===== src/rtl/amem_rd_pkg.sv =====
// amem_rd_pkg
//   Shared definitions for the analog memory readout controller:
//   FSM state encoding, out_data field layout helpers and the timestamp width.
//   Optional macro: AMEM_RD_TIMESTAMP_EN widens out_data by TS_W bits
//   ({ts, err, addr, meta, adc}); undefined gives {err, addr, meta, adc}.
package amem_rd_pkg;

  typedef enum logic [2:0] {
    ST_IDLE   = 3'd0,
    ST_SETTLE = 3'd1,
    ST_CONV   = 3'd2,
    ST_OUT    = 3'd3,
    ST_CLR    = 3'd4
  } rd_state_e;

  localparam int TS_W       = 16;
  localparam int CNT_W      = 8;
  localparam int OD_ADC_LSB = 0;

  // out_data field offsets, derived from the per-instance field widths
  function automatic int od_meta_lsb(input int adc_w);
    return adc_w;
  endfunction

  function automatic int od_addr_lsb(input int adc_w, input int meta_w);
    return adc_w + meta_w;
  endfunction

  function automatic int od_err_lsb(input int adc_w, input int meta_w, input int addr_w);
    return adc_w + meta_w + addr_w;
  endfunction

  function automatic int od_ts_lsb(input int adc_w, input int meta_w, input int addr_w);
    return adc_w + meta_w + addr_w + 1;
  endfunction

  function automatic int od_width(input int adc_w, input int meta_w, input int addr_w);
`ifdef AMEM_RD_TIMESTAMP_EN
    return od_ts_lsb(adc_w, meta_w, addr_w) + TS_W;
`else
    return od_ts_lsb(adc_w, meta_w, addr_w);
`endif
  endfunction

endpackage


===== src/rtl/amem_rr_pick.sv =====
// amem_rr_pick
//   Combinational round-robin priority picker. Searches req starting at
//   ptr+1 and wrapping modulo NCELLS; returns the first requesting index.
//   Ports: req[NCELLS] request flags, ptr[ADDR_W] last served index,
//          hit = any request, idx[ADDR_W] selected index (0 when !hit).
module amem_rr_pick #(
  parameter int NCELLS = 8,
  parameter int ADDR_W = 3
) (
  input  logic [NCELLS-1:0] req,
  input  logic [ADDR_W-1:0] ptr,
  output logic              hit,
  output logic [ADDR_W-1:0] idx
);

  logic [ADDR_W-1:0] cand_s;

  // offset 1 is checked first, so the last served index has lowest priority
  always_comb begin
    hit    = 1'b0;
    idx    = '0;
    cand_s = '0;
    for (int i = 1; i <= NCELLS; i++) begin
      cand_s = ADDR_W'((int'(ptr) + i) % NCELLS);
      if (!hit && req[cand_s]) begin
        hit = 1'b1;
        idx = cand_s;
      end else begin
        hit = hit;
      end
    end
  end

endmodule


===== src/rtl/amem_readout_ctrl.sv =====
// amem_readout_ctrl
//   Read-side controller for the analog memory core. Picks one occupied cell
//   at a time (round robin), closes its column switch, waits for settling,
//   triggers the column ADC, captures result plus stored metadata, presents
//   it on a valid/ready stream and finally pulses the cell's clear line.
//   Ports:
//     clk, resetb (async active-low)   enable (sampled in IDLE only)
//     cell_full/cell_meta              occupancy and metadata from the core
//     rd_addr/rd_en                    selected cell and column switch
//     adc_start/adc_done/adc_data      column ADC handshake
//     cell_clr                         one-hot one-cycle cell reset
//     out_valid/out_ready/out_data     output stream {[ts,] err, addr, meta, adc}
//     busy, tmo_err                    status (tmo_err sticky until reset)
//   Optional macro: AMEM_RD_TIMESTAMP_EN adds a free-running 16-bit timestamp
//   captured with each conversion result.
module amem_readout_ctrl
  import amem_rd_pkg::*;
#(
  parameter int NCELLS     = 8,
  parameter int ADDR_W     = 3,
  parameter int ADC_W      = 10,
  parameter int META_W     = 8,
  parameter int SETTLE_CYC = 4,
  parameter int ADC_TMO    = 63
) (
  input  logic                                      clk,
  input  logic                                      resetb,
  input  logic                                      enable,
  input  logic [NCELLS-1:0]                         cell_full,
  input  logic [NCELLS*META_W-1:0]                  cell_meta,
  output logic [ADDR_W-1:0]                         rd_addr,
  output logic                                      rd_en,
  output logic                                      adc_start,
  input  logic                                      adc_done,
  input  logic [ADC_W-1:0]                          adc_data,
  output logic [NCELLS-1:0]                         cell_clr,
  output logic                                      out_valid,
  input  logic                                      out_ready,
  output logic [od_width(ADC_W, META_W, ADDR_W)-1:0] out_data,
  output logic                                      busy,
  output logic                                      tmo_err
);

  localparam int OUT_W    = od_width(ADC_W, META_W, ADDR_W);
  localparam int META_LSB = od_meta_lsb(ADC_W);
  localparam int ADDR_LSB = od_addr_lsb(ADC_W, META_W);
  localparam int ERR_LSB  = od_err_lsb(ADC_W, META_W, ADDR_W);

  rd_state_e          state_q, state_d;
  logic [ADDR_W-1:0]  rr_ptr_q, rr_ptr_d;
  logic [ADDR_W-1:0]  rd_addr_q, rd_addr_d;
  logic               rd_en_q, rd_en_d;
  logic               adc_start_q, adc_start_d;
  logic [NCELLS-1:0]  cell_clr_q, cell_clr_d;
  logic               out_valid_q, out_valid_d;
  logic [OUT_W-1:0]   out_data_q, out_data_d;
  logic               busy_q, busy_d;
  logic               tmo_err_q, tmo_err_d;
  logic [CNT_W-1:0]   cnt_q, cnt_d;

  logic               pick_hit_s;
  logic [ADDR_W-1:0]  pick_idx_s;
  logic [META_W-1:0]  meta_sel_s;
  logic               cap_en_s;
  logic               cap_err_s;
  logic [ADC_W-1:0]   cap_adc_s;

`ifdef AMEM_RD_TIMESTAMP_EN
  localparam int TS_LSB = od_ts_lsb(ADC_W, META_W, ADDR_W);
  logic [TS_W-1:0]    ts_q, ts_d;
`endif

  amem_rr_pick #(
    .NCELLS (NCELLS),
    .ADDR_W (ADDR_W)
  ) u_pick (
    .req (cell_full),
    .ptr (rr_ptr_q),
    .hit (pick_hit_s),
    .idx (pick_idx_s)
  );

  // metadata mux driven by the registered address, never by the picker
  always_comb begin
    meta_sel_s = '0;
    for (int i = 0; i < NCELLS; i++) begin
      if (rd_addr_q == ADDR_W'(i)) begin
        meta_sel_s = cell_meta[i*META_W +: META_W];
      end else begin
        meta_sel_s = meta_sel_s;
      end
    end
  end

  // next-state and output logic of the readout sequencer
  always_comb begin
    state_d     = state_q;
    rr_ptr_d    = rr_ptr_q;
    rd_addr_d   = rd_addr_q;
    rd_en_d     = rd_en_q;
    adc_start_d = 1'b0;
    cell_clr_d  = '0;
    out_valid_d = out_valid_q;
    out_data_d  = out_data_q;
    tmo_err_d   = tmo_err_q;
    cnt_d       = cnt_q;
    cap_en_s    = 1'b0;
    cap_err_s   = 1'b0;
    cap_adc_s   = '0;

    case (state_q)
      ST_IDLE: begin
        if (enable && pick_hit_s) begin
          rd_addr_d = pick_idx_s;
          rd_en_d   = 1'b1;
          cnt_d     = CNT_W'(SETTLE_CYC - 1);
          state_d   = ST_SETTLE;
        end else begin
          state_d = ST_IDLE;
        end
      end

      ST_SETTLE: begin
        // adc_start is registered, so it appears SETTLE_CYC cycles after rd_en
        if (cnt_q == '0) begin
          adc_start_d = 1'b1;
          cnt_d       = '0;
          state_d     = ST_CONV;
        end else begin
          cnt_d = cnt_q - CNT_W'(1);
        end
      end

      ST_CONV: begin
        cnt_d = cnt_q + CNT_W'(1);
        // done is checked first so a result on the timeout cycle still wins
        if (adc_done) begin
          cap_en_s  = 1'b1;
          cap_err_s = 1'b0;
          cap_adc_s = adc_data;
          state_d   = ST_OUT;
        end else if ((cnt_q + CNT_W'(1)) == CNT_W'(ADC_TMO)) begin
          cap_en_s  = 1'b1;
          cap_err_s = 1'b1;
          cap_adc_s = '0;
          tmo_err_d = 1'b1;
          state_d   = ST_OUT;
        end else begin
          state_d = ST_CONV;
        end
      end

      ST_OUT: begin
        if (out_ready) begin
          out_valid_d = 1'b0;
          rd_en_d     = 1'b0;
          cell_clr_d  = NCELLS'(1) << rd_addr_q;
          rr_ptr_d    = rd_addr_q;
          state_d     = ST_CLR;
        end else begin
          state_d = ST_OUT;
        end
      end

      ST_CLR: begin
        state_d = ST_IDLE;
      end

      default: begin
        state_d     = ST_IDLE;
        rd_en_d     = 1'b0;
        out_valid_d = 1'b0;
      end
    endcase

    if (cap_en_s) begin
      out_valid_d                          = 1'b1;
      out_data_d                           = '0;
      out_data_d[OD_ADC_LSB +: ADC_W]      = cap_adc_s;
      out_data_d[META_LSB +: META_W]       = meta_sel_s;
      out_data_d[ADDR_LSB +: ADDR_W]       = rd_addr_q;
      out_data_d[ERR_LSB]                  = cap_err_s;
`ifdef AMEM_RD_TIMESTAMP_EN
      out_data_d[TS_LSB +: TS_W]           = ts_q;
`endif
    end else begin
      out_data_d = out_data_d;
    end

    busy_d = (state_d != ST_IDLE);
  end

`ifdef AMEM_RD_TIMESTAMP_EN
  // free-running timestamp, wraps naturally from 0xFFFF to 0x0000
  always_comb begin
    ts_d = ts_q + TS_W'(1);
  end

  // timestamp register
  always_ff @(posedge clk or negedge resetb) begin
    if (!resetb) begin
      ts_q <= '0;
    end else begin
      ts_q <= ts_d;
    end
  end
`endif

  // sequencer state and registered outputs
  always_ff @(posedge clk or negedge resetb) begin
    if (!resetb) begin
      state_q     <= ST_IDLE;
      rr_ptr_q    <= ADDR_W'(NCELLS - 1);
      rd_addr_q   <= '0;
      rd_en_q     <= 1'b0;
      adc_start_q <= 1'b0;
      cell_clr_q  <= '0;
      out_valid_q <= 1'b0;
      out_data_q  <= '0;
      busy_q      <= 1'b0;
      tmo_err_q   <= 1'b0;
      cnt_q       <= '0;
    end else begin
      state_q     <= state_d;
      rr_ptr_q    <= rr_ptr_d;
      rd_addr_q   <= rd_addr_d;
      rd_en_q     <= rd_en_d;
      adc_start_q <= adc_start_d;
      cell_clr_q  <= cell_clr_d;
      out_valid_q <= out_valid_d;
      out_data_q  <= out_data_d;
      busy_q      <= busy_d;
      tmo_err_q   <= tmo_err_d;
      cnt_q       <= cnt_d;
    end
  end

  assign rd_addr   = rd_addr_q;
  assign rd_en     = rd_en_q;
  assign adc_start = adc_start_q;
  assign cell_clr  = cell_clr_q;
  assign out_valid = out_valid_q;
  assign out_data  = out_data_q;
  assign busy      = busy_q;
  assign tmo_err   = tmo_err_q;

endmodule


===== config.mk =====
export PLATFORM = sky130hd
export DESIGN_NAME = amem_readout_ctrl
export DESIGN_NICKNAME = d
export VERILOG_FILES = /design/src/rtl/amem_rd_pkg.sv /design/src/rtl/amem_rr_pick.sv /design/src/rtl/amem_readout_ctrl.sv
export SDC_FILE = /design/constraint.sdc
export NUM_CORES = 1
export LEC_CHECK = 0
export BUFFER_PORTS_ARGS = -buffer_cell sky130_fd_sc_hd__buf_2
export CORE_MARGIN = 4
export CORE_UTILIZATION = 50
export DETAILED_ROUTE_END_ITERATION = 10
export PLACE_DENSITY = 0.79
export SETUP_SLACK_MARGIN = 0.2
export SLEW_MARGIN = 5
export SYNTH_ARGS = -nofsm -noshare
export SYNTH_HDL_FRONTEND = slang
export SYNTH_SLANG_ARGS = --single-unit

===== constraint.sdc =====
create_clock -name clk -period 4.6 [get_ports clk]
set_clock_uncertainty 0.05 [all_clocks]
set_input_delay 0.69 -clock clk [delete_from_list [all_inputs] [get_ports clk]]
set_output_delay 0.69 -clock clk [all_outputs]
set_load 0.1 [all_outputs]

# --- After elaboration in Yosys (flattened, before gate mapping) ---
# Cells that the tools add are included.
word_totals:
  ff_bits: 52
  inputBits: 87
  out_inout_bits: 38
  wordCells: 141
op_classes:
  addsub: 10
  magnitude_cmp: 8
  eq_ne: 16
  n_shift: 1
  n_mux: 65
  bitwise: 2
  reduce_logical: 28
ops:
  columns: ["operator", "count"]
  rows:
  - ["$mux W8", 12]
  - ["$lt A3 B4 Y1 const B", 8]
  - ["$mux W3", 10]
  - ["$mux W1", 29]
  - ["$bmux W1 S3", 8]
  - ["$pmux W8 S3", 1]
  - ["$mux W10", 2]
  - ["$eq A3 B3 Y1 const B", 5]
  - ["$add A3 B3 Y3 const B", 4]
  - ["$eq A3 B2 Y1 const B", 4]
  - ["$pmux W3 S4", 1]
  - ["$add A8 B1 Y8 const B", 1]
  - ["$eq A8 B6 Y1 const B", 1]
  - ["$logic_and A1 B1 Y1", 8]
  - ["$logic_not A8 Y1", 1]
  - ["$reduce_and A2 Y1", 4]
  - ["$shl A1 B3 Y8 const A", 1]
  - ["$sub A8 B1 Y8 const B", 1]
  - ["$logic_not A1 Y1", 7]
  - ["$add A3 B1 Y3 const B", 2]
  - ["$add A3 B2 Y3 const B", 2]
  - ["$eq A3 B1 Y1 const B", 2]
  - ["$logic_not A3 Y1", 2]
  - ["$reduce_and A3 Y1", 2]
  - ["9 further kinds", 12]

# --- Longest topological paths before layout ---
logic_depth:
  depth_word: 29
  depth_mapped: 13
  ltp_nobuf: 9

# --- By module ---
# From an unflattened synthesis, not the netlist that was laid out.
hier_totals:
  hier_cells: 429
  area_unflattened_um2: 3834.9
modules_own_cells:
  columns: ["mod", "n_inst", "cells_each", "area_per_inst_um2", "seq_area_each_um2"]
  rows:
  - ["amem_readout_ctrl", 1, 336, 3049.2, 1305.0]
  - ["amem_rr_pick", 1, 93, 785.8, 0.0]

# --- Worst setup path after synthesis ---
# No wires, ideal clock.
synth_path:
  kind: "register to register"
  start: "reg rr_ptr_q[0]"
  end: "reg rd_addr_q[0], in the netlist rd_addr[0]"
  t_arrival_ns: 3.098
  required_time_ns: 4.425
  slack_ns: 1.327
  stages_incl_launch_ff: 14
  n_path_buf: 4
  synth_period_minus_slack_ns: 3.273
  path_cell_list: "dfstp_2 > buf_2 > buf_6 > inv_1 > ha_1 > buf_6 > mux2i_1 > mux4_2 > a32o_1 > and3_4 > buf_6 > a211oi_4 > nand2_2 > mux2_4"
synth_between:
  elab_chain_cells: 27
synth_rtl:
  columns: ["element", "line", "text"]
  rows:
  - ["start, declared", "amem_readout_ctrl.sv:50", "logic [ADDR_W-1:0] rr_ptr_q, rr_ptr_d;"]
  - ["start signal, assigned", "amem_readout_ctrl.sv:213", "rr_ptr_q <= ADDR_W'(NCELLS - 1);"]
  - ["start signal, assigned", "amem_readout_ctrl.sv:225", "rr_ptr_q <= rr_ptr_d;"]
  - ["$add A3 B1 Y3", "amem_rr_pick.sv:24", "cand_s = ADDR_W'((int'(ptr) + i) % NCELLS);"]
  - ["$bmux W1 S3", "amem_rr_pick.sv:25", "if (!hit && req[cand_s]) begin"]
  - ["$mux W1 (implied by the code)", "amem_rr_pick.sv:25", null]
  - ["$mux W1", "amem_rr_pick.sv:25", null]
  - ["$logic_not A1 Y1", "amem_rr_pick.sv:25", null]
  - ["$logic_and A1 B1 Y1", "amem_rr_pick.sv:25", null]
  - ["$mux W1", "amem_rr_pick.sv:25", null]
  - ["$logic_not A1 Y1", "amem_rr_pick.sv:25", null]
  - ["[11 not listed]", null, null]
  - ["$logic_not A1 Y1", "amem_rr_pick.sv:25", null]
  - ["$logic_and A1 B1 Y1", "amem_rr_pick.sv:25", null]
  - ["$mux W1", "amem_rr_pick.sv:25", null]
  - ["$logic_not A1 Y1", "amem_rr_pick.sv:25", null]
  - ["$logic_and A1 B1 Y1", "amem_rr_pick.sv:25", null]
  - ["$mux W1", "amem_rr_pick.sv:25", null]
  - ["$logic_and A1 B1 Y1", "amem_readout_ctrl.sv:113", "if (enable && pick_hit_s) begin"]
  - ["$reduce_and A2 Y1 (no line)", null, null]
  - ["end signal, assigned", "amem_readout_ctrl.sv:226", "rd_addr_q <= rd_addr_d;"]
  - ["end, declared", "amem_readout_ctrl.sv:51", "logic [ADDR_W-1:0] rd_addr_q, rd_addr_d;"]
# Parallel ways exist; a longest one is shown, timed or not. The select of a mux whose other input is x is not followed.
# A chain may end at the register's enable or synchronous reset.

# --- Final worst setup path ---
# Ends and elaborated chain as after synthesis.

==> flow_summary.ini <==
[die]
die_w_um = 94.1
io_pins = 125
dieArea_sq_um = 8850
fp.dieH_um = 94.1
fp-row-count = 31
initial_core_util_pct = 51.4
core_region_area_sq_um = 7210

[clock_network]
clockBufferDepth = 2
cts-resized-gates = 0
cts-htree-levels = 2
cts_tree = done
clk_pin_slew_ns = 0.10
cts_root_buf = clkbuf_8
cts_sinks = 52
cts_hold_buf = 0
cts_setup_buffers = 0
cts_buffers = 5
insertion_delay_ns = 0.31

[final_layout]
stdcell_count = 593
diodes = 0
utilization_pct = 61.9
layout.nets = 586
final_common_cell = buf_2
fillerInstances = 623
mostFrequentLayoutCells = buf_2 (124), nand2_1 (71), dfrtp_1 (49)
area_delta_synth_final_pct = 20.6
drive_above_1_share_pct = 39.1

[routing]
drtAntennaViolNets = 0
routed_via_density = 5.72
drt-wirelength-per-cell_um = 16.3
finalWirelength_mm = 9.68
via_count = 3393
dr.pass1.iters = 5
drc = 0
drt_iter0_drc = 159

[power_and_ir_drop]
ir_drop_mv = 0.739
powerDensity_nw_per_um2 = 857
p_leak_nw = 2.13

[timing]
max_slew_margin_pct = 38.7
hold_violations = 0
setup_viol = 0
setup_tns_ns = 0
rsz0062_at_grt = no
fin_crit_ns = 3.47
fmax_mhz = 288
fin_crit_sh_pct = 75.4
slew_viol_final = 0
hold_ws_ns = 0.419
tightest_slew_ns = 0.920

[grt]
grt_pass1_wl_mm = 15.6
antenna_found_initial = 0
use_met2_pct = 38.0
grt_usage_pct = 21.9
use_met3_pct = 3.69
grt_pass1_vias = 3317
grt_max_degree = 53
grt.overflow.total = 0
met1_usage_pct = 28.0
busiest_layer = met2

[worst_setup_path]
r2r_cells = 9
critPathMaxStageDelay_ns = 0.78
slowest_stage = dfstp_2
rr_startpoint = rr_ptr_q[0]$_DFFE_PN1P_
cp.required_ns = 4.75
cp-endpoint = rd_addr[0]$_DFFE_PN0P_
startpoint_type = flop
crit_start = rr_ptr_q[0]$_DFFE_PN1P_
crit_chain = inv_1 -> ha_1 -> mux2i_1 -> mux4_2 -> a32o_1 -> and3_4 -> a211oi_4 -> nand2_2 -> mux2_4
path_max_fanout = 15
worstSetupEndpointType = flop
worst_ep_arrival_time_ns = 3.63
reg2reg_to = rd_addr[0]$_DFFE_PN0P_
r2r_slack_ns = 1.13
crit_type = flop to flop

[synth]
synth_ff_type = dfrtp_1
synthCells = 381
ys_seq_area_share_pct = 35.2
syn_area_sq_um = 3700
synth.avg_cell_area_sq_um = 9.72
synth_cell_types = 62
synthArstFlopShare_pct = 100
syn_nets = 474
synth_seq_cells = 52
ys_warn_count = 0
synth_edf_count = 0

[place]
place_congestion = 0.913
port_buffers = 124
dp.cells = 585
hpwl_mm = 7.40

[outcome]
status = finished, final reports clean

[flow_run]
maxCapViolCount = 0

[worst_hold_path]
hold_path_class = input port to asynchronous set/reset pin
[cells by family after synthesis]
group | synth area share (%)
DFF | 35.2
xor gates and xnor gates | 1.89
muxes | 24.5
adders and majority gates | 2.03
and+or+nand+nor | 18.7
AOI/OAI and AO/OA | 12.7
buffers and inverters | 4.93
[stage by stage]
stage / cell area, sq um / worst slack [ns] / total power [mW]
5_1_grt: 4470 / 0.931 / 4.08
2_1_floorplan: 3700 / 1.33 / 3.08
3_3_place_gp: 4370 / 1.29 / 3.48
6_report: 4470 / 1.13 / 3.83
3_5_place_dp: 4370 / 1.17 / 3.53
4_1_cts: 4470 / 1.14 / 3.82
[flip-flops by register name, indices dropped and copies added (netlist names)]
name	flops
cnt_q	8
adc_start	1
rd_en	1
rr_ptr_q	3
busy	1
tmo_err	1
state_q	3
cell_clr	8
out_data	22
rd_addr	3
out_valid	1
[Yosys cell counts, types with 6 or more instances]
cell / count / area (sq um)
mux2_2: 17 / 191
a31oi_1: 7 / 43.8
nand2b_1: 8 / 50.1
nor2_1: 25 / 93.8
clkbuf_1: 14 / 52.6
nand3_1: 8 / 40.0
nor3_1: 9 / 45.0
inv_1: 15 / 56.3
ha_1: 6 / 75.1
xnor2_1: 6 / 52.6
mux4_2: 26 / 586
dfrtp_1: 49 / 1230
nand2_1: 71 / 267
o21ai_0: 26 / 130
mux2i_1: 9 / 90.1
a21oi_1: 12 / 60.1
[layer usage]
metal	wire length (um)	part of all wire (%)	vias to the layer above
met5	0	0	-
met4	150	1.5	0
met3	648	6.7	15
met2	5160	53	140
met1	3730	38	1627
li1	-	-	1611
[worst min-delay path by stage]
stage / startpoint / end / depth (start not counted)
6_report: resetb / cnt_q[7]$_DFFE_PN0P_ / 2
4_1_cts: tmo_err$_DFFE_PN0P_ / tmo_err$_DFFE_PN0P_ / 1
2_1_floorplan: resetb / adc_start$_DFF_PN0_ / 0
3_3_place_gp: tmo_err$_DFFE_PN0P_ / tmo_err$_DFFE_PN0P_ / 1
5_1_grt: tmo_err$_DFFE_PN0P_ / tmo_err$_DFFE_PN0P_ / 1
3_5_place_dp: tmo_err$_DFFE_PN0P_ / tmo_err$_DFFE_PN0P_ / 1
[power by group]
| group | total (mW) | internal, mW | switching, mW |
|---|---|---|---|
| registers | 0.878 | 0.632 | 0.246 |
| logic | 2.67 | 0.896 | 1.77 |
| clock network | 0.280 | 0.112 | 0.168 |
[critical path: cells and delay by family, from the launching register on]
| family | cells | cell delay, ns |
|---|---|---|
| mux | 3 | 1.03 |
| buf+inv | 1 | 0.15 |
| compound gates | 2 | 0.48 |
| flops | 1 | 0.78 |
| fa+ha+maj | 1 | 0.54 |
| simple gates | 2 | 0.33 |
[area by class of cell]
| type | instances | area (sq um) | share of cell area, % |
|---|---|---|---|
| Clock buffer | 5 | 68.8 | 1.54 |
| Clock inverter | 3 | 27.5 | 0.616 |
| Inverter | 16 | 60.1 | 1.34 |
| Multi-Input combinational cell | 289 | 2220 | 49.8 |
| Sequential cell | 52 | 1310 | 29.2 |
| Tap cell | 99 | 124 | 2.77 |
| Timing Repair Buffer | 129 | 658 | 14.7 |
(Power assumes the default switching activity.)
